<file path="src/rtl/gray2rgb_pkg.sv">
// Shared definitions for the gray<->RGB stream converters: channel width and
// the colour-mode encoding used to pick which channels a gray sample drives.
package gray2rgb_pkg;

  localparam int CH_WIDTH = 8;

  typedef enum logic [1:0] {
    MODE_R    = 2'd0,
    MODE_G    = 2'd1,
    MODE_B    = 2'd2,
    MODE_GRAY = 2'd3
  } mode_e;

endpackage

</file>
<file path="src/rtl/pix_skid_buf.sv">
// Generic 2-entry valid/ready skid buffer. The head entry is the output
// register; the tail entry catches one extra word so in_ready can be a
// registered signal with no combinational path from out_ready.
module pix_skid_buf
  import gray2rgb_pkg::*;
#(
  parameter int DW = 8
) (
  input  logic          clk,
  input  logic          reset,
  input  logic [DW-1:0] in_data,
  input  logic          in_valid,
  output logic          in_ready,
  output logic [DW-1:0] out_data,
  output logic          out_valid,
  input  logic          out_ready
);

  logic [DW-1:0] head_q;
  logic [DW-1:0] tail_q;
  logic [1:0]    count_q;
  logic [1:0]    count_d;
  logic          in_fire;
  logic          out_fire;

  assign out_valid = (count_q != 2'd0);
  assign out_data  = head_q;
  assign in_fire   = in_valid & in_ready;
  assign out_fire  = out_valid & out_ready;

  // Occupancy after this cycle's accept/transfer; a simultaneous pair cancels out.
  always_comb begin
    count_d = count_q;
    case ({in_fire, out_fire})
      2'b10:   count_d = count_q + 2'd1;
      2'b01:   count_d = count_q - 2'd1;
      default: count_d = count_q;
    endcase
  end

  // Entry storage: head always holds the oldest word, and is cleared when the buffer drains.
  always_ff @(posedge clk or negedge reset) begin
    if (!reset) begin
      head_q <= '0;
      tail_q <= '0;
    end else begin
      case (count_q)
        2'd0: begin
          if (in_fire) head_q <= in_data;
        end
        2'd1: begin
          if (in_fire && out_fire) begin
            head_q <= in_data;
          end else if (in_fire) begin
            tail_q <= in_data;
          end else if (out_fire) begin
            head_q <= '0;
          end
        end
        default: begin
          if (out_fire) begin
            head_q <= tail_q;
            tail_q <= '0;
          end
        end
      endcase
    end
  end

  // Occupancy and registered ready: refuse new data only when both entries will be full.
  always_ff @(posedge clk or negedge reset) begin
    if (!reset) begin
      count_q  <= 2'd0;
      in_ready <= 1'b0;
    end else begin
      count_q  <= count_d;
      in_ready <= (count_d != 2'd2);
    end
  end

endmodule

</file>
<file path="src/rtl/gray2rgb_stream.sv">
// Expands a gray pixel stream to RGB888 for the display/writeback path.
// The colour mode is latched at the first pixel of each frame; sof/eol are
// tagged on input and carried through the skid buffer with the pixel, and
// frame_done pulses after the last pixel of a frame leaves the block.
module gray2rgb_stream
  import gray2rgb_pkg::*;
#(
  parameter int WIDTH = CH_WIDTH,
  parameter int IMG_W = 640,
  parameter int IMG_H = 480
) (
  input  logic             clk,
  input  logic             reset,
  input  logic [WIDTH-1:0] data_in,
  input  logic             data_in_done,
  output logic             data_in_ready,
  input  logic [1:0]       mode,
  output logic [WIDTH-1:0] r_data_out,
  output logic [WIDTH-1:0] g_data_out,
  output logic [WIDTH-1:0] b_data_out,
  output logic             data_out_done,
  input  logic             data_out_ready,
  output logic             sof,
  output logic             eol,
  output logic             frame_done
);

  localparam int DW = 3 * WIDTH + 2;
  localparam int CW = $clog2(IMG_W);
  localparam int RW = $clog2(IMG_H);
  localparam logic [CW-1:0] COL_LAST = CW'(IMG_W - 1);
  localparam logic [RW-1:0] ROW_LAST = RW'(IMG_H - 1);

  logic [CW-1:0]    in_col;
  logic [RW-1:0]    in_row;
  logic [CW-1:0]    out_col;
  logic [RW-1:0]    out_row;
  mode_e            mode_q;
  mode_e            mode_eff;
  logic             in_first;
  logic             in_fire;
  logic             out_fire;
  logic [WIDTH-1:0] r_in;
  logic [WIDTH-1:0] g_in;
  logic [WIDTH-1:0] b_in;
  logic [DW-1:0]    payload_in;
  logic [DW-1:0]    payload_out;

  assign in_fire  = data_in_done & data_in_ready;
  assign out_fire = data_out_done & data_out_ready;
  assign in_first = (in_col == '0) && (in_row == '0);

  // Channel mapping: the first pixel of a frame uses the live mode, later pixels the latched one.
  always_comb begin
    mode_eff = in_first ? mode_e'(mode) : mode_q;
    r_in     = '0;
    g_in     = '0;
    b_in     = '0;
    case (mode_eff)
      MODE_R:    r_in = data_in;
      MODE_G:    g_in = data_in;
      MODE_B:    b_in = data_in;
      MODE_GRAY: begin
        r_in = data_in;
        g_in = data_in;
        b_in = data_in;
      end
      default:   r_in = '0;
    endcase
  end

  assign payload_in = {r_in, g_in, b_in, in_first, (in_col == COL_LAST)};

  pix_skid_buf #(
    .DW(DW)
  ) u_skid (
    .clk      (clk),
    .reset    (reset),
    .in_data  (payload_in),
    .in_valid (data_in_done),
    .in_ready (data_in_ready),
    .out_data (payload_out),
    .out_valid(data_out_done),
    .out_ready(data_out_ready)
  );

  assign {r_data_out, g_data_out, b_data_out, sof, eol} = payload_out;

  // Mode latch: sampled only when the first pixel of a frame is accepted.
  always_ff @(posedge clk or negedge reset) begin
    if (!reset) begin
      mode_q <= MODE_GRAY;
    end else if (in_fire && in_first) begin
      mode_q <= mode_e'(mode);
    end
  end

  // Input position counters, advancing on each accepted pixel and wrapping per frame.
  always_ff @(posedge clk or negedge reset) begin
    if (!reset) begin
      in_col <= '0;
      in_row <= '0;
    end else if (in_fire) begin
      if (in_col == COL_LAST) begin
        in_col <= '0;
        in_row <= (in_row == ROW_LAST) ? '0 : in_row + 1'b1;
      end else begin
        in_col <= in_col + 1'b1;
      end
    end
  end

  // Output position counters, advancing on each transferred pixel and wrapping per frame.
  always_ff @(posedge clk or negedge reset) begin
    if (!reset) begin
      out_col <= '0;
      out_row <= '0;
    end else if (out_fire) begin
      if (out_col == COL_LAST) begin
        out_col <= '0;
        out_row <= (out_row == ROW_LAST) ? '0 : out_row + 1'b1;
      end else begin
        out_col <= out_col + 1'b1;
      end
    end
  end

  // One-cycle pulse after the last pixel of a frame has been handed downstream.
  always_ff @(posedge clk or negedge reset) begin
    if (!reset) begin
      frame_done <= 1'b0;
    end else begin
      frame_done <= out_fire && (out_col == COL_LAST) && (out_row == ROW_LAST);
    end
  end

endmodule

</file>
<file path="config.mk">
export PLATFORM = sky130hd
export DESIGN_NAME = gray2rgb_stream
export DESIGN_NICKNAME = d
export VERILOG_FILES = /design/src/rtl/gray2rgb_pkg.sv /design/src/rtl/pix_skid_buf.sv /design/src/rtl/gray2rgb_stream.sv
export SDC_FILE = /design/constraint.sdc
export NUM_CORES = 1
export LEC_CHECK = 0
export ABC_AREA = 0
export CAP_MARGIN = 20
export CORE_MARGIN = 2
export CORE_UTILIZATION = 45
export CTS_BUF_LIST = sky130_fd_sc_hd__clkbuf_16
export CTS_CLUSTER_SIZE = 28
export DETAILED_ROUTE_END_ITERATION = 16
export HOLD_SLACK_MARGIN = 0.12
export PLACE_DENSITY = 0.71
export SLEW_MARGIN = 20
export SYNTH_ARGS = -nofsm -noshare
export SYNTH_HDL_FRONTEND = slang
export SYNTH_HIERARCHICAL = 1
export SYNTH_SLANG_ARGS = --single-unit
</file>
<file path="constraint.sdc">
create_clock -name clk -period 5.4 [get_ports clk]
set_clock_uncertainty 0.15 [all_clocks]
set_input_delay 1.62 -clock clk [delete_from_list [all_inputs] [get_ports clk]]
set_output_delay 1.62 -clock clk [all_outputs]
set_load 0.02 [all_outputs]
</file>
# Yosys cells after proc, flatten, opt, wreduce, memory -nomap -nowiden
# Index checks and enable logic that the tools add are counted.
[totals] in_bits=14 reg_bits=96 wordCells=71 output_inout_bits=29
[classes] n_eq_ne=16 n_mux=17 reduce_logical=19 bitwise=3 addsub=6
[op_table] op="$mux 26" count=6
[op_table] op="$pmux 26 s2" count=2
[op_table] op="$mux 8" count=3
[op_table] op="$add 10x1->10 const B" count=2
[op_table] op="$eq 10x10->1 const B" count=2
[op_table] op="$mux 10" count=2
[op_table] op="$add 9x1->9 const B" count=2
[op_table] op="$eq 9x9->1 const B" count=2
[op_table] op="$mux 9" count=2
[op_table] op="$logic_not 10->1" count=1
[op_table] op="$logic_not 9->1" count=1
[op_table] op="$ne 2x2->1 const B" count=4
[op_table] op="$reduce_and 4->1" count=2
[op_table] op="$eq 2x1->1 const B" count=3
[op_table] op="$eq 2x2->1 const B" count=3
[op_table] op="$ne 3x2->1 const B" count=2
[op_table] op="$reduce_or 2->1" count=3
[op_table] op="$logic_and 1x1->1" count=5
[op_table] op="$logic_not 2->1" count=2
[op_table] op="$pmux 2 s2" count=1
[op_table] op="$reduce_and 2->1" count=2
[op_table] op="$reduce_bool 2->1" count=2
[op_table] op="$reduce_bool 3->1" count=1
[op_table] op="$add 2x1->2 const B" count=1
[op_table] op="other kinds (4)" count=5

# Logic depth before layout (Yosys ltp)
[logic_depth] word_depth=9 ltp_mapped=10

# By module
# The synthesis kept the hierarchy.
[by_module_without_submodules] mod="pix_skid_buf" area_per_inst_um2=3005.4 cells_per_inst=270 n_inst=1
[by_module_without_submodules] mod="gray2rgb_stream" area_per_inst_um2=2412.3 cells_per_inst=268 n_inst=1

# Least setup slack after synthesis
# OpenSTA, ideal clock, no wires.
[synth_path] path_type="input -> register" start="in data_out_ready" end="reg u_skid.head_q[10] (netlist: u_skid/out_data[10])" arrival_ns=2.716 slack_ns=2.409 setup_ns=0.125 path_stages=4 path_cell_list="or2b_4 > a32oi_4 > buf_8 > mux2_2"
[synth_via] elab_chain_cells=4 word_cells_on_any_way=8 cone_classes="eq/ne: 2; mux: 2; bitwise: 1; reduce/logical: 3"
[synth_rtl] item="start: declaration" line_no="gray2rgb_stream.sv:22" source="input logic data_out_ready,"
[synth_rtl] item="$and 1x1->1 *" line_no="pix_skid_buf.sv:29" source="assign out_fire = out_valid & out_ready;"
[synth_rtl] item="$logic_and 1x1->1" line_no="pix_skid_buf.sv:52" source="if (in_fire && out_fire) begin"
[synth_rtl] item="$ne 3x2->1 (no line) / $mux 26 (equally long branches)"
[synth_rtl] item="$reduce_and 4->1 (no line) / $pmux 26 s2 (equally long branches)"
[synth_rtl] item="end signal: assignment" line_no="pix_skid_buf.sv:49" source="if (in_fire) head_q <= in_data;"
[synth_rtl] item="end signal: assignment" line_no="pix_skid_buf.sv:53" source="head_q <= in_data;"
[synth_rtl] item="end signal: assignment" line_no="pix_skid_buf.sv:62" source="head_q <= tail_q;"
[synth_rtl] item="end: declaration" line_no="pix_skid_buf.sv:19" source="logic [DW-1:0] head_q;"
# Mark *: on every way between the ends. The rest lies on a longest branch, timed or not.
# A chain may end at the register's enable or synchronous reset.

# Worst setup path after layout
[layout_path] start="in data_out_ready" end="reg u_skid.head_q[25] (netlist: u_skid/out_data[25])"
# Same word-level chain as after synthesis.

==> run metrics <==
antenna violations before repair=0; Peak supply drop=0.276 mV; Rows=40; setup bufs post-CTS=0; max incr delay on CP=0.64 ns; Clock Latency Late Sink=0.35 ns; Die ar.=12,900 µm²; Antenna Nets Post-Route=0; CTS Hold Bufs=0; largest net degree at the start of global routing=70; Synth Area per Inst=10.1 µm²; Starting DRT DRC Count=250; Setup violations, final=0; Starting Density=between 40 and 50%; grt total ovfl=0; final slew viol count=0; worst endpoint data arrival time=around 4 ns; DRC Markers=0; cell area after synthesis=5420 µm²; area leader, netlist=dfrtp_1; Critical Path Sink Type=flip-flop; CTS Buf Count=9; max-capacitance violation count=0; vias in the first global route=3,996; I/O pin cnt=43; vias=between 4,000 and 5,000; setup TNS=0 ns; CORE AREA=11,900 µm²; Chip Height=114 µm; hold slack=0.341 ns; Root Driver=clkbuf_16; post-synthesis sequential area ratio=44.4%; worst endpoint required time=5.48 ns; post-synth top area share=43.4%; post-synth cell types=between 50 and 60; Initial DRT Pass Iterations=4; first-pass GRT wire length=20,200 µm; DR WL/cell=16.6 µm; fmax=260 MHz; unrepaired setup endpoints after global routing=false; layout cell share with drive strength beyond 1=9.91%; Cell Pwr Density=approximately 380 nW/µm²; vias per cell=5.61; final WL=around 12,000 µm; delay-heaviest family, CP=buffers and inverters; Cell Chain, Critical Path=clkdlybuf4s50_1 > or2b_4 > a32oi_4 > buf_4 > mux2_2; area grow syn2layout=14.0%; dominant synthesized flop cell=dfrtp_1; Synth async-reset ratio=100%; Final #Nets=593; GP Congestion=0.823; Levels on crit path=5; Leakage=2.75 nW; critical path fanouts, max=15; Antenna diodes=0; cell count after synthesis=about 540; post-route insts no fill=722; Cells after DPL=707; fin util=between 50% and 60%; Setup crit start kind=input pin; Tcrit/Tclk final=71.3%; EDFF count, synth=0; outcome=complete, no violations; IO Port Bufs=42; Slowest cell on crit path=clkdlybuf4s50_1; HP Class=flip-flop to flip-flop; worst hold path stage count=1; post-CTS resize count=0; gr usage total=19.8%; H-tree depth=3; Worst Tran Pin Value=around 1.0 ns; Final Critical Period=3.85 ns; Max-slew headroom=between 20% and 30%; synth top area cells=dfrtp_1 (43%), mux2i_1 (5.4%), nand2_1 (4.2%); Synth Warn #=6; Max clock buf depth=2; TritonCTS clock tree=done; final hold vios=0; Crit path buffers/inverters=2; dpl hpwl=between 8000 and 9000 µm; Chip Width=114 µm; clk sinks=96; Yosys reg bits=96; cells on worst reg2reg path=9; syn nets=560; Clk pin slew, worst setup/hold paths=0.06 ns; Crit Path Category=input pin to flip-flop
## stage by stage
stage / power [W] / cell area, µm² / worst slack [ns]
2_1_floorplan: 0.00161 / 5420 / 2.41
3_5_place_dp: 0.00183 / 5920 / 1.16
5_1_grt: 0.00253 / 6180 / 1.41
3_3_place_gp: 0.00180 / 5920 / 1.20
4_1_cts: 0.00240 / 6170 / 1.54
6_report: 0.00238 / 6180 / 1.55
## cell type report
class	instances	area (µm²)
timing repair buffer	48	463
clock inverter	6	22.5
multi-input combinational	377	2730
sequential	96	2400
tap	147	184
inverter	39	146
clock buffer	9	225
fill	1072	5690
## logic make-up after synthesis
group,after synthesis,synth area share (%)
AND/OR/NAND/NOR,204,20.6
flip-flops,96,44.4
AO/OA/AOI/OAI,81,11.4
buffers and inverters,65,5.50
multiplexers,59,12.3
XOR/XNOR,25,4.04
adder cells (fa/ha/maj),8,1.85
## per-layer routing
metal / part of all wire [%] / up-vias / wire length, µm / global-route usage, %
li1: - / 1964 / - / -
met1: 46 / 2011 / 5530 / 26.7
met2: 49 / 72 / 5850 / 32.6
met3: 4.1 / 7 / 496 / 4.84
met4: 0.64 / 0 / 77 / 4.31
met5: 0 / - / 0 / 0
## registers in the layout, indices dropped and copies added (netlist names), 2 cells and up
signal	count
out_col	10
in_col	10
mode_q	2
in_row	9
u_skid/count_q	2
out_row	9
u_skid/out_data	26
u_skid/tail_q	26
## power by group
group	switching, W	internal [W]	leakage, nW
logic	0.000501	0.000392	1.33
clock network	0.000262	0.000300	0.135
registers	0.0000961	0.000824	1.28
## layout by cell type, fill, tap and decap left out, types with 3 or more instances in the layout
cell type         n
clkbuf_16         9
or4_1             3
and4_1            6
buf_4             7
mux2i_1          29
nand4_1          20
inv_1            43
clkdlybuf4s50_1  41
nand3_1          17
o21ai_0          15
or3_1             3
nor3b_1          14
a221o_1          12
a21boi_0         16
and3_1            4
mux2_4           10
and2_1           28
ha_1              8
nand2_1          61
nor4b_1           3
dfrtp_1          94
xor2_1            6
nor3_1            8
a21oi_1           9
nor2_1           22
xnor2_1          19
a211o_1          14
mux2_2           19
## synthesized netlist by cell type, types with 2 or more instances
cell      instances
dfrtp_1          94
nand2_1          61
inv_1            39
mux2i_1          29
and2_1           28
nor2_1           23
nand4_1          20
mux2_2           19
xnor2_1          19
nand3_1          17
a21boi_0         16
o21ai_0          15
a211o_1          14
clkbuf_1         14
nor3b_1          14
a221o_1          12
a21oi_1          10
mux2_4           10
ha_1              8
nor3_1            8
and4_1            7
buf_2             7
xor2_1            6
and3_1            4
buf_6             3
nor4b_1           3
or3_1             3
or4_1             3
buf_8             2
dfstp_2           2
nand2b_1          2
nand4b_1          2
nor4_1            2
o21ai_1           2
o31ai_1           2
o41ai_1           2
## path summary, 6_finish.rpt
| check | startpoint | endpoint | slack, ns |
|---|---|---|---|
| max | data_out_ready | u_skid/out_data[25] | 1.55 |
| min | out_col[6] | out_col[6] | 0.34 |
| max reg2reg | in_col[0] | u_skid/out_data[25] | 2.25 |
| min reg2reg | out_col[6] | out_col[6] | 0.34 |
| max in group asynchronous | reset | out_col[1] | 2.96 |
| min in group asynchronous | reset | u_skid/tail_q[4] | 1.24 |
No activity file was read; power rests on OpenSTA's default activity.
